[src/rtl/pc_sequencer.sv]
// Next-PC select for the pipelined MIPS core, plus interrupt pending/EPC/CAUSE state.
// Optional misaligned-target trap is enabled by defining PC_ALIGN_CHECK_EN.
module pc_sequencer #(
   parameter logic [31:0] RESET_VEC = 32'h0000_0000,
   parameter logic [31:0] INT_VEC   = 32'h0000_4180,
   parameter int          NUM_IRQ   = 6
) (
   input  logic               clk,
   input  logic               rst,
   input  logic [31:0]        pc_cur,
   input  logic               stall,
   input  logic               branch_taken,
   input  logic [31:0]        branch_tgt,
   input  logic               jump,
   input  logic [31:0]        jump_tgt,
   input  logic               eret,
   input  logic [NUM_IRQ-1:0] irq,
   input  logic [NUM_IRQ-1:0] irq_mask,
   output logic [31:0]        pc_next,
   output logic               pc_wr,
   output logic               flush,
   output logic [31:0]        epc,
   output logic [NUM_IRQ-1:0] cause,
   output logic               in_isr
`ifdef PC_ALIGN_CHECK_EN
   ,
   output logic               addr_err
`endif
);

   typedef enum logic {RUN, HANDLER} state_t;

   state_t             state;
   logic [NUM_IRQ-1:0] pend;
   logic               do_eret;
   logic               do_int;
   logic               do_exc;
   logic [31:0]        tgt;

   // Entry is deferred under jump/branch so the delay slot is not lost.
   always_comb begin
      do_eret = (state == HANDLER) && eret && !stall;
      do_int  = (state == RUN) && (|pend) && !jump && !branch_taken && !stall;
      if (do_eret)
         tgt = epc;
      else if (jump)
         tgt = jump_tgt;
      else if (branch_taken)
         tgt = branch_tgt;
      else
         tgt = pc_cur + 32'd4;
`ifdef PC_ALIGN_CHECK_EN
      do_exc = !stall && !do_int && (do_eret || jump || branch_taken) && (tgt[1:0] != 2'b00);
`else
      do_exc = 1'b0;
`endif
      pc_next = (do_int || do_exc) ? INT_VEC : tgt;
      pc_wr   = !stall;
      flush   = do_eret || do_int || do_exc;
      if (rst) begin
         pc_next = RESET_VEC;
         pc_wr   = 1'b0;
         flush   = 1'b0;
      end
   end

   always_ff @(posedge clk or posedge rst) begin
      if (rst) begin
         state <= RUN;
         pend  <= '0;
         epc   <= '0;
         cause <= '0;
`ifdef PC_ALIGN_CHECK_EN
         addr_err <= 1'b0;
`endif
      end else begin
         // Lines arriving in the entry cycle survive the clear.
         pend <= (do_int ? '0 : pend) | (irq & irq_mask);
         if (do_exc) begin
            epc   <= pc_cur;
            state <= HANDLER;
`ifdef PC_ALIGN_CHECK_EN
            addr_err <= 1'b1;
`endif
         end else if (do_int) begin
            epc   <= pc_cur;
            cause <= pend;
            state <= HANDLER;
         end else if (do_eret) begin
            state <= RUN;
`ifdef PC_ALIGN_CHECK_EN
            addr_err <= 1'b0;
`endif
         end
      end
   end

   assign in_isr = (state == HANDLER);

endmodule

[config.mk]
export PLATFORM = sky130hd
export DESIGN_NAME = pc_sequencer
export DESIGN_NICKNAME = d
export VERILOG_FILES = /design/src/rtl/pc_sequencer.sv
export SDC_FILE = /design/constraint.sdc
export NUM_CORES = 1
export LEC_CHECK = 0
export CAP_MARGIN = 40
export CORE_MARGIN = 5
export CORE_UTILIZATION = 39
export DETAILED_ROUTE_END_ITERATION = 8
export PLACE_DENSITY = 0.82
export SLEW_MARGIN = 30
export SYNTH_ARGS = -nofsm -noshare
export SYNTH_HDL_FRONTEND = slang
export SYNTH_SLANG_ARGS = --single-unit
[constraint.sdc]
create_clock -name clk -period 2.4 [get_ports clk]
set_input_delay 0.36 -clock clk [delete_from_list [all_inputs] [get_ports clk]]
set_output_delay 0.36 -clock clk [all_outputs]
set_load 0.1 [all_outputs]
==> results.ini, run 1 <==
[detailed_routing]
totalWireLength_mm=16.7
dr.pass1.iters=5
detail-route-antenna-nets=0
wl_per_cell_um=22.0
vias=4474
viasPerCell=5.89
drc_errors=0
first_iter_violations=266

[pwr]
switchingPower_mw=2.81
power_density_mw_per_mm2=725
vdd_drop_max_mv=0.561
power_frac_comb=0.658
power_mw=5.07
power_frac_clock=0.120
sequentialPowerShare=0.222
power.internal_mw=2.26
swShare=0.555
p_leak_nw=2.88

[logic_synthesis]
synthCells=374
ys_seq_elements=45
synth_warnings=0
synth_top_area_frac=0.341
synth_area_leaders=dfrtp_1, mux2_2, a21oi_1
post-synth-top-area-cell=dfrtp_1
netlist_area_mm2=0.00330
ys.flop_type=dfrtp_1
yosysMostFrequentCell=dfrtp_1
synth-edff-count=0
yosys-top-cells-count=dfrtp_1, a21oi_1, mux2_2, nand2_1, o21ai_0
syn_nets=489
async_flop_share=1.00
syn_area_per_cell_um2=8.83
synth.distinct_cells=54
yosysSeqAreaShare=0.341

[sta]
fin_ws_ns=-0.281
setup_viol=33
fin_crit_sh=1.12
period_needed_ns=2.68
finClkSkew_ns=0.0114
report.final.slew_viol_count=0
rsz0062_at_grt=true
hold_viol=0
slew_headroom=0.627
worst_pin_slew_ns=0.555
fmax_mhz=373
setup_tns_ns=-6.13

[die]
core_mm2=0.00822
start_util=0.402
die_w_um=102
dieArea_mm2=0.0104
rows=33
die_h_um=102
boundaryPins=187

[place]
dp.cells=729
placed_area_mm2=0.00652
gp_congestion=0.909
place.detailed.hpwl_mm=11.8
numPortBuffers=186

[setup_path]
r2r_cells=6
critPathMaxStageDelay_ns=0.49
critPathRequiredTime_ns=2.04
crit_family=simple AND/OR/NAND/NOR gates
setup.worst_path.start_class=input port
cp-end-kind=output pin
critPathBufInv=3
r2r_start=in_isr$_DFFE_PP0P_
path_max_fanout=7
r2r_end=epc[12]$_DFFE_PP0P_
crit_type=input port to output pin
r2r_slack_ns=0.19
worstPathArrival_ns=2.32
cp_slowest_cell=nor4_1
worstPathCellList=dlygate4sd2_1, and4_1, buf_4, nand4_4, nor4_1, xnor2_1, a21oi_4, buf_12

[status]
run_status=complete, but fails checks
violations=negative setup slack

[cells_and_area]
fillers=451
fin_nets=765
drive_above_1_share=0.464
final_cell_area_mm2=0.00700
syn2layout_area_growth_pct=112
stdcell_count=760
final_core_util=0.852

[clock_tree]
cts-root-buf=clkbuf_8
cts_htree_levels=2
tritoncts.num_buffers=5
cts.sinks=45
cts_max_path_buffers=2
cts_tree=yes
clk_latency_ns=0.31
cts.clk_slew.worst_paths_ns=0.10

[global_routing]
overflow=0
first_global_vias=4841
track_usage=0.301
grt_max_degree=25
grt_pass1_wl_mm=24.5
antenna_found_initial=4

[hold_path]
worstHoldStart=pc_cur[3]
min_to=epc[3]$_DFFE_PP0P_
hp-class=input port to register
whs_path_depth=2

[run]
maxCapViolations=0

-- layout make-up --
class / instances / area (um^2) / share of cell area
flip-flops and latches: 45 / 1130 / 0.161
well taps: 105 / 131 / 0.0188
repair buffers: 295 / 2970 / 0.424
clock buffers: 5 / 68.8 / 0.00984
inverters: 14 / 56.3 / 0.00805
clock inverters: 3 / 46.3 / 0.00662
multi-input cells: 289 / 2590 / 0.370
diodes: 4 / 10.0 / 0.00143
-- kinds of logic after synthesis --
group | Yosys count | synth area share
fa+ha+maj | 1 | 0.00379
simple gates | 94 | 0.146
compound gates | 128 | 0.254
buf+inv | 42 | 0.0553
flops | 45 | 0.341
xor+xnor | 22 | 0.0584
mux | 42 | 0.141
-- registers in the layout, summed over array words and instances, names as in the netlist --
signal	cells
pend	6
cause	6
in_isr	1
epc	32
-- power by group through the flow --
stage	registers [mW]	logic (mW)	clock network, mW
4_1_cts	1.12	3.31	0.613
3_3_place_gp	1.12	3.21	0
3_5_place_dp	1.13	3.25	0
6_report	1.13	3.34	0.610
5_1_grt	1.15	3.42	0.645
2_1_floorplan	2.43	0.926	0
-- per-stage QoR --
step                      hold WS [ns]  setup WS (ns)
after CTS                        0.409         -0.187
after detailed placement         0.503         -0.608
final                            0.411         -0.281
after global routing             0.412         -0.358
after floorplan                  0.483         -0.516
after global placement           0.496         -0.473
-- placed cells by master, fill, tap and decap left out, types with 3 or more instances in the layout --
cell type	netlist	routed
buf_4	5	132
clkdlybuf4s50_1	0	87
dfrtp_1	45	44
mux2_2	36	36
buf_12	0	36
nand2_1	30	30
a21oi_4	1	24
dlygate4sd2_1	0	23
o22ai_1	17	17
xnor2_1	17	16
o211ai_1	14	14
o21ai_0	21	14
buf_6	0	13
inv_1	13	12
a21oi_1	39	12
nor2_1	13	10
nand3_1	8	7
mux2i_1	6	6
a22o_1	6	6
nand4_1	5	5
nor2_4	0	5
a221oi_1	5	5
o21ai_1	0	5
xor2_1	5	5
clkbuf_8	0	5
diode_2	0	4
nor4_1	8	4
a21oi_2	0	4
a211oi_4	0	4
nor3_2	1	3
nand2b_1	4	3
nor4_4	0	3
and3_1	6	3
-- worst max-delay path by stage --
| stage | from | end | cells past startpoint | slack, ns |
|---|---|---|---|---|
| after detailed placement | branch_taken | pc_next[9] | 7 | -0.61 |
| final | pc_cur[7] | pc_next[29] | 8 | -0.28 |
| after floorplan | in_isr$_DFFE_PP0P_ | pc_next[13] | 6 | -0.52 |
| after global placement | pc_cur[3] | pc_next[16] | 9 | -0.47 |
| after CTS | in_isr$_DFFE_PP0P_ | pc_next[24] | 8 | -0.19 |
| after global routing | pc_cur[5] | pc_next[29] | 8 | -0.36 |
-- repair_timing --
item	in CTS	in global routing
buffers inserted	14	3
setup endpoints to repair	33	33
hold buffers	0	0
cloned	2	1
pin swaps	28	8
endpoints found under the hold margin	0	0
resized for setup	84	9
-- worst register-to-register path, cell delays in order, from the launching register on --
cell	delay [ns]
dfrtp_4	0.49
or4_4	0.54
a21oi_4	0.22
buf_4	0.16
buf_6	0.11
buf_4	0.22
mux2_2	0.37
-- routing by layer --
| metal | share of wire | wire (um) | GRT usage | up-vias |
|---|---|---|---|---|
| li1 | - | - | - | 1965 |
| met1 | 0.36 | 5940 | 0.354 | 2157 |
| met2 | 0.50 | 8380 | 0.536 | 280 |
| met3 | 0.087 | 1460 | 0.0471 | 72 |
| met4 | 0.054 | 906 | 0.141 | 0 |
| met5 | 0 | 0 | 0 | - |
(Power assumes the default switching activity.)
==> run 2, diff against run 1 <==
Settings changed: CORE_UTILIZATION 39 to 40, CTS_BUF_LIST set to sky130_fd_sc_hd__clkbuf_8, PLACE_DENSITY 0.82 to 0.83.
==> results.ini, run 2 (same netlist as run 1, synthesis figures left out) <==
[status]
run_status=complete, but fails checks
violations=negative setup slack

[cells_and_area]
final_core_util=0.861
largest-register=epc
stdcell_count=750
final_cell_area_mm2=0.00700
largestRegisters=epc (32), cause (6), pend (6)
fillers=415
drive_above_1_share=0.473
layout_common_cells=buf_4, clkdlybuf4s50_1, dfrtp_1
fin_nets=759
n_antenna_cell=0
syn2layout_area_growth_pct=112
largest_register_ffs=32
final_common_cell=buf_4

[clock_tree]
cts-root-buf=clkbuf_8
holdBufCountCts=0
cts.sinks=45
cts_max_path_buffers=2
cts_tree=yes
tritoncts.num_buffers=5
cts_htree_levels=2
cts.clk_slew.worst_paths_ns=0.10
clk_latency_ns=0.30

[pwr]
power_mw=4.96
p_leak_nw=2.87
power_density_mw_per_mm2=708
vdd_drop_max_mv=0.607

[setup_path]
cp-end-kind=output pin
r2r_cells=8
endpoint=pc_next[25]
r2r_end=epc[28]$_DFFE_PP0P_
critPathRequiredTime_ns=2.04
r2r_slack_ns=0.05
path_max_fanout=5
crit_type=register to output pin
r2r_start=in_isr$_DFFE_PP0P_
setup.worst_path.start_class=register
crit_start=in_isr$_DFFE_PP0P_
worstPathArrival_ns=2.26

[die]
start_util=0.406
die_w_um=101
boundaryPins=187
core_mm2=0.00813
rows=33
dieArea_mm2=0.0102
die_h_um=101

[global_routing]
first_global_vias=4698
antenna_found_initial=0
grt_pass1_wl_mm=24.3
overflow=0
track_usage=0.306
grt_max_degree=32

[place]
placed_area_mm2=0.00651
gp_congestion=0.910
place.detailed.hpwl_mm=11.4
pre_cts_slack_ns=-0.590
dp.cells=726
numPortBuffers=186

[sta]
hold-worst-slack_ns=0.416
slew_headroom=0.571
fin_crit_sh=1.09
setup_tns_ns=-5.23
setup_viol=33
finClkSkew_ns=0.00652
fmax_mhz=381
rsz0062_at_grt=true
fin_ws_ns=-0.224
report.final.slew_viol_count=0
hold_viol=0
period_needed_ns=2.62
worst_pin_slew_ns=0.643

[detailed_routing]
dr.pass1.iters=4
detail-route-antenna-nets=0
first_iter_violations=216
drc_errors=0
viasPerCell=5.75
vias=4315
wl_per_cell_um=21.1
totalWireLength_mm=15.9

[hold_path]
hp-class=input port to register
whs_path_depth=2

[run]
maxCapViolations=0

==> run 2: cell types whose count changed in the layout (fill, tap and decap cells not counted), sizes merged <==
| cell | delta |
|---|---|
| clkbuf | +1 |
| dlygate4sd2 | -2 |
| bufinv | -1 |
| clkinv | -1 |
| diode | -4 |
| inv | +2 |
| clkdlybuf4s15 | -2 |
| buf | -7 |
| clkdlybuf4s50 | +3 |
| nor2 | +1 |
==> run 2: repair_timing <==
item	in CTS	in global routing
gates cloned	4	0
buffers inserted	9	4
pin swaps	26	10
endpoints found under the setup margin	33	48
gates resized for setup	88	10
==> run 2: critical path, cell delays in order (launching register included) <==
cell      delay (ns)
dfrtp_4         0.50
or4_4           0.52
a21oi_4         0.23
buf_12          0.18
nor2_4          0.07
o211ai_1        0.20
a21oi_4         0.07
buf_12          0.18
==> run 2: where the power goes <==
| part | leakage, nW | switching [mW] | internal, mW |
|---|---|---|---|
| logic | 2.31 | 2.33 | 0.985 |
| clock network | 0.0452 | 0.302 | 0.213 |
| registers | 0.518 | 0.174 | 0.953 |
| total | 2.87 | 2.81 | 2.15 |
==> run 2: worst min path at each step <==
stage	from	end	slack, ns
final	pc_cur[3]	epc[3]$_DFFE_PP0P_	0.42
after global placement	cause[0]$_DFFE_PP0P_	cause[0]$_DFFE_PP0P_	0.50
after floorplan	pend[5]$_DFF_PP0_	pend[5]$_DFF_PP0_	0.48
after detailed placement	cause[0]$_DFFE_PP0P_	cause[0]$_DFFE_PP0P_	0.50
after global routing	pc_cur[3]	epc[3]$_DFFE_PP0P_	0.43
after CTS	pc_cur[3]	epc[3]$_DFFE_PP0P_	0.41
==> run 2: metal layers <==
metal / track usage / vias up / wire (um)
met1: 0.365 / 2058 / 5890
met3: 0.0574 / 57 / 1340
li1: - / 1967 / -
met4: 0.124 / 0 / 583
met5: 0 / - / 0
met2: 0.536 / 233 / 8040
==> run 2: final cells by class <==
| cell class | count | area, um^2 | area share |
|---|---|---|---|
| Clock buffer | 5 | 68.8 | 0.00983 |
| Sequential cell | 45 | 1130 | 0.161 |
| Clock inverter | 3 | 25.0 | 0.00357 |
| Timing Repair Buffer | 288 | 2940 | 0.419 |
| Multi-Input combinational cell | 290 | 2650 | 0.379 |
| Inverter | 14 | 56.3 | 0.00804 |
| Tap cell | 105 | 131 | 0.0188 |
==> run 3, diff against run 2 <==
Settings changed: CORE_MARGIN 5 to unset.
==> results.ini, run 3 (same netlist as run 1, synthesis figures left out) <==
[place]
placed_area_mm2=0.00659
place.detailed.hpwl_mm=11.3
gp_congestion=0.915
pre_cts_slack_ns=-0.575
numPortBuffers=186

[clock_tree]
cts_max_path_buffers=2
clk_latency_ns=0.31
cts.clk_slew.worst_paths_ns=0.11
tritoncts.num_buffers=5
cts-root-buf=clkbuf_8
cts.sinks=45
cts_tree=yes
holdBufCountCts=0
cts_htree_levels=2

[detailed_routing]
vias=4856
wl_per_cell_um=24.4
drc_errors=0
met1_length_mm=6.21
dr.max_layer_used=met4
first_iter_violations=485
met2_length_mm=9.28
detail-route-antenna-nets=0
viasPerCell=6.37
totalWireLength_mm=18.6
wl_met3_mm=1.80
dr.pass1.iters=7

[global_routing]
track_usage=0.388
grt_pass1_wl_mm=25.8
overflow=0
grt_max_degree=33
antenna_found_initial=0
first_global_vias=4956

[pwr]
vdd_drop_max_mv=0.651
p_leak_nw=2.97
power_mw=5.06
power_density_mw_per_mm2=710

[status]
run_status=complete, but fails checks
violations=negative setup slack

[cells_and_area]
layout_common_cells=buf_4, clkdlybuf4s50_1, dfrtp_1
fin_nets=774
largest_register_ffs=32
drive_above_1_share=0.492
fillers=308
final_common_cell=buf_4
syn2layout_area_growth_pct=116
largestRegisters=epc (32), cause (6), pend (6)
largest-register=epc
n_antenna_cell=0
final_cell_area_mm2=0.00714

[die]
core_mm2=0.00785
boundaryPins=187
dieArea_mm2=0.00862
die_h_um=92.8
die_w_um=92.8
start_util=0.421
rows=32

[sta]
slew_headroom=0.662
worst_pin_slew_ns=0.506
fin_crit_sh=1.10
rsz0062_at_grt=true
report.final.slew_viol_count=0
finClkSkew_ns=0.0106
setup_viol=33
period_needed_ns=2.65
fin_ws_ns=-0.251
hold_viol=0
fmax_mhz=377
hold-worst-slack_ns=0.420

[hold_path]
hp-class=input port to register

[setup_path]
path_max_fanout=5
critPathRequiredTime_ns=2.04
worstPathArrival_ns=2.29
crit_type=register to output pin
setup.worst_path.start_class=register
cp-end-kind=output pin

[run]
maxCapViolations=0

[run 3: cell types whose count changed in the layout (fill, tap and decap cells not counted), sizes merged, moves of 2 or more]
cell,previous run,this run
buf,175,191
clkdlybuf4s15,1,5
clkinv,0,3
dlygate4sd2,21,18
clkdlybuf4s50,90,88
inv,15,13
[run 3: cell type report]
type / instances / area [um^2] / area share
sequential: 45 / 1130 / 0.158
multi-input combinational: 289 / 2660 / 0.373
inverter: 14 / 56.3 / 0.00789
tap: 102 / 128 / 0.0179
timing repair buffer: 304 / 3070 / 0.430
clock buffer: 5 / 68.8 / 0.00964
clock inverter: 3 / 22.5 / 0.00316
[run 3: worst max-delay path, cell delays in order, from the launching register on]
cell and delay, ns:
dfrtp_4 0.48, or4_4 0.51, a21oi_4 0.24, buf_6 0.15, nor2_4 0.03, buf_6 0.15, o211ai_1 0.18, a21oi_4 0.07
buf_12 0.18
[run 3: through the flow]
step,cells,util,setup TNS [ns]
after floorplan,374,-,-4.39
after global placement,735,0.840,-12.91
after detailed placement,735,0.840,-16.02
after CTS,758,0.895,-4.21
after global routing,762,0.909,-7.68
final,762,0.909,-5.90
[run 3: metal layers]
layer | vias up | global-route usage
met2 | 432 | 0.697
met1 | 2303 | 0.422
met3 | 137 | 0.0846
met5 | - | 0
met4 | 0 | 0.205
li1 | 1984 | -
[run 3: final timing paths]
check | from | to | slack [ns] | depth (start not counted)
max in group asynchronous | rst | in_isr$_DFFE_PP0P_ | 1.31 | 4
worst min register to register | cause[1]$_DFFE_PP0P_ | cause[1]$_DFFE_PP0P_ | 0.52 | 1
worst max register to register | in_isr$_DFFE_PP0P_ | epc[23]$_DFFE_PP0P_ | 0.18 | 6
worst max-delay path | in_isr$_DFFE_PP0P_ | pc_next[15] | -0.25 | 8
min in group asynchronous | rst | epc[13]$_DFFE_PP0P_ | 0.64 | 4
worst min-delay path | pc_cur[3] | epc[3]$_DFFE_PP0P_ | 0.42 | 2
[run 3: power by group]
group	leakage, nW	switching (mW)	total [mW]	internal [mW]
Sequential	0.518	0.193	1.15	0.953
Combinational	2.40	2.40	3.41	1.02
Clock	0.0481	0.300	0.507	0.208
Total	2.97	2.89	5.06	2.18
[run 3: what timing repair did]
item / 4_1_cts / 5_1_grt
pin swaps: 31 / 9
resized for setup: 96 / 21
setup endpoints to repair: 33 / 33
gates cloned: 1 / 1
buffers inserted: 14 / 3
==> RTL edit 1 (settings of run 1) <==
`NUM_IRQ`: 6 -> 12.
--- a/src/rtl/pc_sequencer.sv
+++ b/src/rtl/pc_sequencer.sv
@@ -5,3 +5,3 @@
    parameter logic [31:0] INT_VEC   = 32'h0000_4180,
-   parameter int          NUM_IRQ   = 6
+   parameter int          NUM_IRQ   = 12
 ) (
Interface: changed (resized cause, irq and irq_mask); port bits go from 187 to 205. No check against the original RTL was run, so the function may have changed too.
==> RTL edit 1 against run 1 <==
The run still ends with setup timing left. Die area grew 12%. Wire length increased by 3.7%. Setup slack lost 0.12 ns. Fmax is 4.3% lower. Sequential cell count up 12. Synthesized cell count rose by 4.5%. Non-clock buffer count up 33. Power increased by 20%. First-iteration DRC count increased by 4.9%. Synthesized area grew 14%. Final area is 12% higher. Hold slack better by 0.013 ns. Via count increased by 4.9%. Critical path type is now reg2out.
==> RTL edit 1: results (changes against run 1) <==
{| class="wikitable"
! Metric !! Value
|-
| Violated checks || setup timing (unchanged)
|-
| Delay of the slowest critical-path stage || 0.41 ns (was 0.49 ns)
|-
| Total clock buffers created by CTS || 9 (was 5)
|-
| Final wirelength || 17.3 mm (was 16.7 mm)
|-
| Antenna diodes || 0 (was 4)
|-
| Buffers on Ports || 204 (was 186)
|-
| Unique masters post-synth || 51 (was 54)
|-
| Worst hold stages || 3 (was 2)
|-
| Clock latency on the worst-skew pair || 0.34 ns (was 0.31 ns)
|-
| RD Place Congestion || 0.839 (was 0.909)
|-
| Global-route wire length before repair || 27.1 mm (was 24.5 mm)
|-
| Max H-tree Level || 3 (was 2)
|-
| Worst Clk Skew || 0.0126 ns (was 0.0114 ns)
|-
| Smallest setup slack after layout || -0.402 ns (was -0.281 ns)
|-
| Largest net degree at the start of global routing || 41 (was 25)
|-
| Total track usage || 29.6% (was 30.1%)
|-
| Maximum clock insertion buffer count || 2 (unchanged)
|-
| Outcome || complete, but fails checks (unchanged)
|-
| Share of layout cells above drive strength 1 || 44.1% (was 46.4%)
|-
| Largest vdd supply drop || 0.000793 V (was 0.000561 V)
|-
| Leakage power || 3.23 nW (was 2.88 nW)
|-
| Setup-violating endpoint count in the final report || 33 (unchanged)
|-
| Sequential element share of the synthesized area || 38.1% (was 34.1%)
|-
| Clock Pin Slew Worst Setup and Hold Paths || 0.07 ns (was 0.10 ns)
|-
| Standard cell with the maximum stage delay on the critical path || sky130_fd_sc_hd__dfrtp_1 (was sky130_fd_sc_hd__nor4_1)
|-
| Top delay family on crit path || buffers and inverters (was simple AND/OR/NAND/NOR gates)
|-
| Crit-path max FO || 5 (was 7)
|-
| DR vias || 4691 (was 4474)
|-
| Worst rel slew slack || 64.4% (was 62.7%)
|-
| Number of antenna violations at the first check in global routing || 0 (was 4)
|-
| Estimated wirelength of the detail-placed design || 13.2 mm (was 11.8 mm)
|-
| Filler Cells Inserted || 485 (was 451)
|-
| Total number of nets in the final design || 827 (was 765)
|-
| Most instantiated cells after synthesis || sky130_fd_sc_hd__dfrtp_1, sky130_fd_sc_hd__nand2_1, sky130_fd_sc_hd__mux2_2, sky130_fd_sc_hd__o21ai_0, sky130_fd_sc_hd__a21oi_1 (was sky130_fd_sc_hd__dfrtp_1, sky130_fd_sc_hd__a21oi_1, sky130_fd_sc_hd__mux2_2)
|-
| Largest registers ranked by flip-flop count || epc: 32 flops, cause: 12 flops, pend: 12 flops (was epc: 32 flops, cause: 6 flops, pend: 6 flops)
|-
| Depth of the worst register-to-register path || 7 (was 6)
|-
| Synth top area cells || sky130_fd_sc_hd__dfrtp_1, sky130_fd_sc_hd__mux2_2, sky130_fd_sc_hd__mux2_1, sky130_fd_sc_hd__o21ai_0, sky130_fd_sc_hd__a21oi_1 (was sky130_fd_sc_hd__dfrtp_1, sky130_fd_sc_hd__mux2_2, sky130_fd_sc_hd__a21oi_1, sky130_fd_sc_hd__xnor2_1, sky130_fd_sc_hd__nand2_1)
|-
| Post-Syn Nets || 518 (was 489)
|-
| Via count of the first global-routing pass || 5078 (was 4841)
|}
-- RTL edit 1: cell type report --
cell class | count | area share (%)
clock inverters | 6 | 0.866
well taps | 129 | 2.07
clock buffers | 10 | 1.64
multi-input cells | 295 | 34.4
inverters | 9 | 0.481
repair buffers | 328 | 42.2
flip-flops and latches | 57 | 18.3
-- RTL edit 1: worst reg2reg max path, cell delays in order (launching register included) --
cell and delay (ns):
sky130_fd_sc_hd__dfrtp_4 0.48, sky130_fd_sc_hd__or4_4 0.46, sky130_fd_sc_hd__a31oi_4 0.24, sky130_fd_sc_hd__buf_12 0.13, sky130_fd_sc_hd__buf_4 0.10, sky130_fd_sc_hd__buf_6 0.12, sky130_fd_sc_hd__buf_4 0.23, sky130_fd_sc_hd__mux2_2 0.37
-- RTL edit 1: what timing repair did --
action	4_1_cts	5_1_grt
resized for setup	57	14
setup endpoints to repair	33	33
buffers inserted	5	6
hold buffers	0	0
pin swaps	21	4
-- RTL edit 1: power by group through the flow --
stage               Combinational [W]  Clock, W  Sequential [W]
finish                        0.00374  0.000930         0.00140
global route                  0.00385  0.000984         0.00143
CTS                           0.00373  0.000938         0.00140
detailed placement            0.00370         0         0.00140
global placement              0.00365         0         0.00138
floorplan                    0.000935         0         0.00296
-- RTL edit 1: logic make-up after synthesis --
| logic type | after synthesis | share of synthesized area (%) |
|---|---|---|
| AOI/OAI and AO/OA | 126 | 23.4 |
| and+or+nand+nor | 97 | 13.9 |
| DFF | 57 | 38.1 |
| muxes | 50 | 14.8 |
| buffers and inverters | 39 | 4.67 |
| xor gates and xnor gates | 21 | 4.91 |
| adders and majority gates | 1 | 0.334 |
-- RTL edit 1: worst paths after layout --
kind,start,endpoint,slack (ns)
hold reg to reg,cause[5],cause[5],0.50
hold / removal,pc_cur[2],epc[2],0.42
setup / recovery,pend[10],pc_next[16],-0.40
max in group asynchronous,rst,in_isr,1.16
setup reg to reg,in_isr,epc[15],0.16
min in group asynchronous,rst,epc[24],0.71
-- RTL edit 1: routing by layer --
metal	global-route usage (%)	vias up	wire length (um)
li1	-	2113	-
met1	33.6	2296	6390
met2	52.5	231	8860
met3	7.64	51	1440
met4	12.3	0	617
met5	0	-	0
-- RTL edit 1: stage by stage --
step           instances  setup TNS (ns)  worst slack (ns)  area, um2  total power, W
2_1_floorplan        391           -4.85            -0.579       4160         0.00390
3_3_place_gp         809          -16.96            -0.511       7360         0.00503
3_5_place_dp         809          -19.71            -0.565       7360         0.00510
4_1_cts              829           -8.94            -0.430       7720         0.00606
5_1_grt              834          -10.98            -0.480       7800         0.00627
6_report             834           -7.81            -0.402       7800         0.00608
==> RTL edit 2 (flow settings as in run 1) <==
Without the edit above. Register the inputs `irq` and `irq_mask` before use, cleared by the reset. The logic sees them one clock later. The other inputs are not delayed to match.
--- a/src/rtl/pc_sequencer.sv
+++ b/src/rtl/pc_sequencer.sv
@@ -31,2 +31,15 @@
    typedef enum logic {RUN, HANDLER} state_t;
+
+   logic [NUM_IRQ-1:0] irq_q;
+   logic [NUM_IRQ-1:0] irq_mask_q;
+
+   always_ff @(posedge clk or posedge rst) begin
+      if (rst) begin
+         irq_q      <= '0;
+         irq_mask_q <= '0;
+      end else begin
+         irq_q      <= irq;
+         irq_mask_q <= irq_mask;
+      end
+   end
 
@@ -77,3 +90,3 @@
          // Lines arriving in the entry cycle survive the clear.
-         pend <= (do_int ? '0 : pend) | (irq & irq_mask);
+         pend <= (do_int ? '0 : pend) | (irq_q & irq_mask_q);
          if (do_exc) begin
Check against the original RTL: not equivalent (a bounded check fails within 4 cycles, from zero or initial values and one cycle with rst high).
==> RTL edit 2 against run 1 <==
Wire length is 47% higher. Setup slack worse by 0.18 ns. Die area grew 11%. The flow still finishes with violations (setup timing). Sequential share of layout area rose by 1.3 points. Sequential power is 15% higher. Power up 5.9%. Largest cell class unchanged. Highest routed layer unchanged. Synthesized cell count grew 30%. Clock power up 70%. Sequential cell count rose by 12. Count of clock-buffer cells in the layout rose by 4. Final area grew 17%. Synthesized area rose by 13%.
==> RTL edit 2: results (changes against run 1) <==
{| class="wikitable"
! Metric !! Value
|-
| Outcome || complete, but fails checks (unchanged)
|-
| Violated checks || setup timing (unchanged)
|-
| Number of non-clock buffers || 327 (was 295)
|-
| Total negative slack for setup checks || -10.27 ns (was -6.13 ns)
|-
| Global-route wire length before repair || 31.0 mm (was 24.5 mm)
|-
| Met3 WL post-DR || 2.86 mm (was 1.46 mm)
|-
| Synth top area cells || sky130_fd_sc_hd__dfrtp_1, sky130_fd_sc_hd__nand2_1, sky130_fd_sc_hd__a21oi_1, sky130_fd_sc_hd__o21ai_0, sky130_fd_sc_hd__clkbuf_1 (was sky130_fd_sc_hd__dfrtp_1, sky130_fd_sc_hd__mux2_2, sky130_fd_sc_hd__a21oi_1, sky130_fd_sc_hd__xnor2_1, sky130_fd_sc_hd__nand2_1)
|-
| Critical Path Sink || pc_next[28] (was pc_next[29])
|-
| Worst rel slew slack || 39.1% (was 62.7%)
|-
| Number of antenna violations at the first check in global routing || 1 (was 4)
|-
| Largest vdd supply drop || 0.000747 V (was 0.000561 V)
|-
| Share of layout cells above drive strength 1 || 44.1% (was 46.4%)
|-
| Cell count after placement || 878 (was 729)
|-
| CP Launch Point || in_isr (was pc_cur[7])
|-
| Filler Cells Inserted || 405 (was 451)
|-
| Estimated wirelength of the detail-placed design || 13.4 mm (was 11.8 mm)
|-
| Met2 wire length || 11.4 mm (was 8.38 mm)
|-
| Clock-cell share of area || 2.67% (was 1.65%)
|-
| Clock buf count || 9 (was 5)
|-
| Number of standard cells after synthesis || 486 (was 374)
|-
| Setup-violating endpoint count in the final report || 32 (was 33)
|-
| Smallest setup slack after layout || -0.462 ns (was -0.281 ns)
|-
| Post-synthesis sequential element count || 57 (was 45)
|-
| Post-Syn Nets || 601 (was 489)
|-
| Sort of element at the start of the critical path || flip-flop (was input port)
|-
| Internal power of the cells || 0.00263 W (was 0.00226 W)
|-
| Area growth from synthesis to layout || 121% (was 112%)
|-
| Resize count post-CTS || 113 (was 84)
|-
| Via count of the first global-routing pass || 5808 (was 4841)
|-
| Met1 wire length || 7.96 mm (was 5.94 mm)
|-
| DRC violation total after the first TritonRoute iteration || 761 (was 266)
|-
| Total track usage || 34.6% (was 30.1%)
|}
-- RTL edit 2: cell count changes in the layout (fill, tap and decap cells not counted), sizes merged, moves of 12 or more --
| cell | change |
|---|---|
| nand2 | +102 |
| o21ai | +17 |
| dfrtp | +12 |
| dlygate4sd2 | -20 |
| mux2 | -35 |
| buf | +38 |
-- RTL edit 2: power groups by stage --
stage               registers, W  logic, W  clock network, W
floorplan                0.00219  0.000873                 0
global placement         0.00125   0.00273                 0
detailed placement       0.00126   0.00277                 0
CTS                      0.00124   0.00284           0.00102
global route             0.00131   0.00311           0.00108
finish                   0.00130   0.00304           0.00104
-- RTL edit 2: kinds of logic (layout without fill, tap and decap cells) --
kind of cell	after synthesis	count (layout)	synth area share [%]
other cells	0	2	0
mux	11	11	3.00
simple gates	225	225	28.0
compound gates	130	130	21.3
xor+xnor	17	17	4.01
buf+inv	45	357	4.98
flops	57	57	38.4
fa+ha+maj	1	1	0.337
-- RTL edit 2: through the flow --
stage | setup slack [ns] | hold WS, ns | total power, W
3_3_place_gp | -0.570 | 0.450 | 0.00398
4_1_cts | -0.353 | 0.316 | 0.00511
3_5_place_dp | -0.610 | 0.464 | 0.00402
2_1_floorplan | -0.719 | 0.391 | 0.00307
6_report | -0.462 | 0.321 | 0.00537
5_1_grt | -0.518 | 0.303 | 0.00550
-- RTL edit 2: critical path, cell delays in order (launching register included) --
cell and delay, ns:
sky130_fd_sc_hd__dfrtp_4 0.47, sky130_fd_sc_hd__or4_4 0.45, sky130_fd_sc_hd__a22oi_4 0.22, sky130_fd_sc_hd__buf_4 0.16, sky130_fd_sc_hd__buf_12 0.15, sky130_fd_sc_hd__nor3_1 0.07, sky130_fd_sc_hd__mux2i_1 0.29, sky130_fd_sc_hd__o31ai_4 0.14
sky130_fd_sc_hd__buf_12 0.19
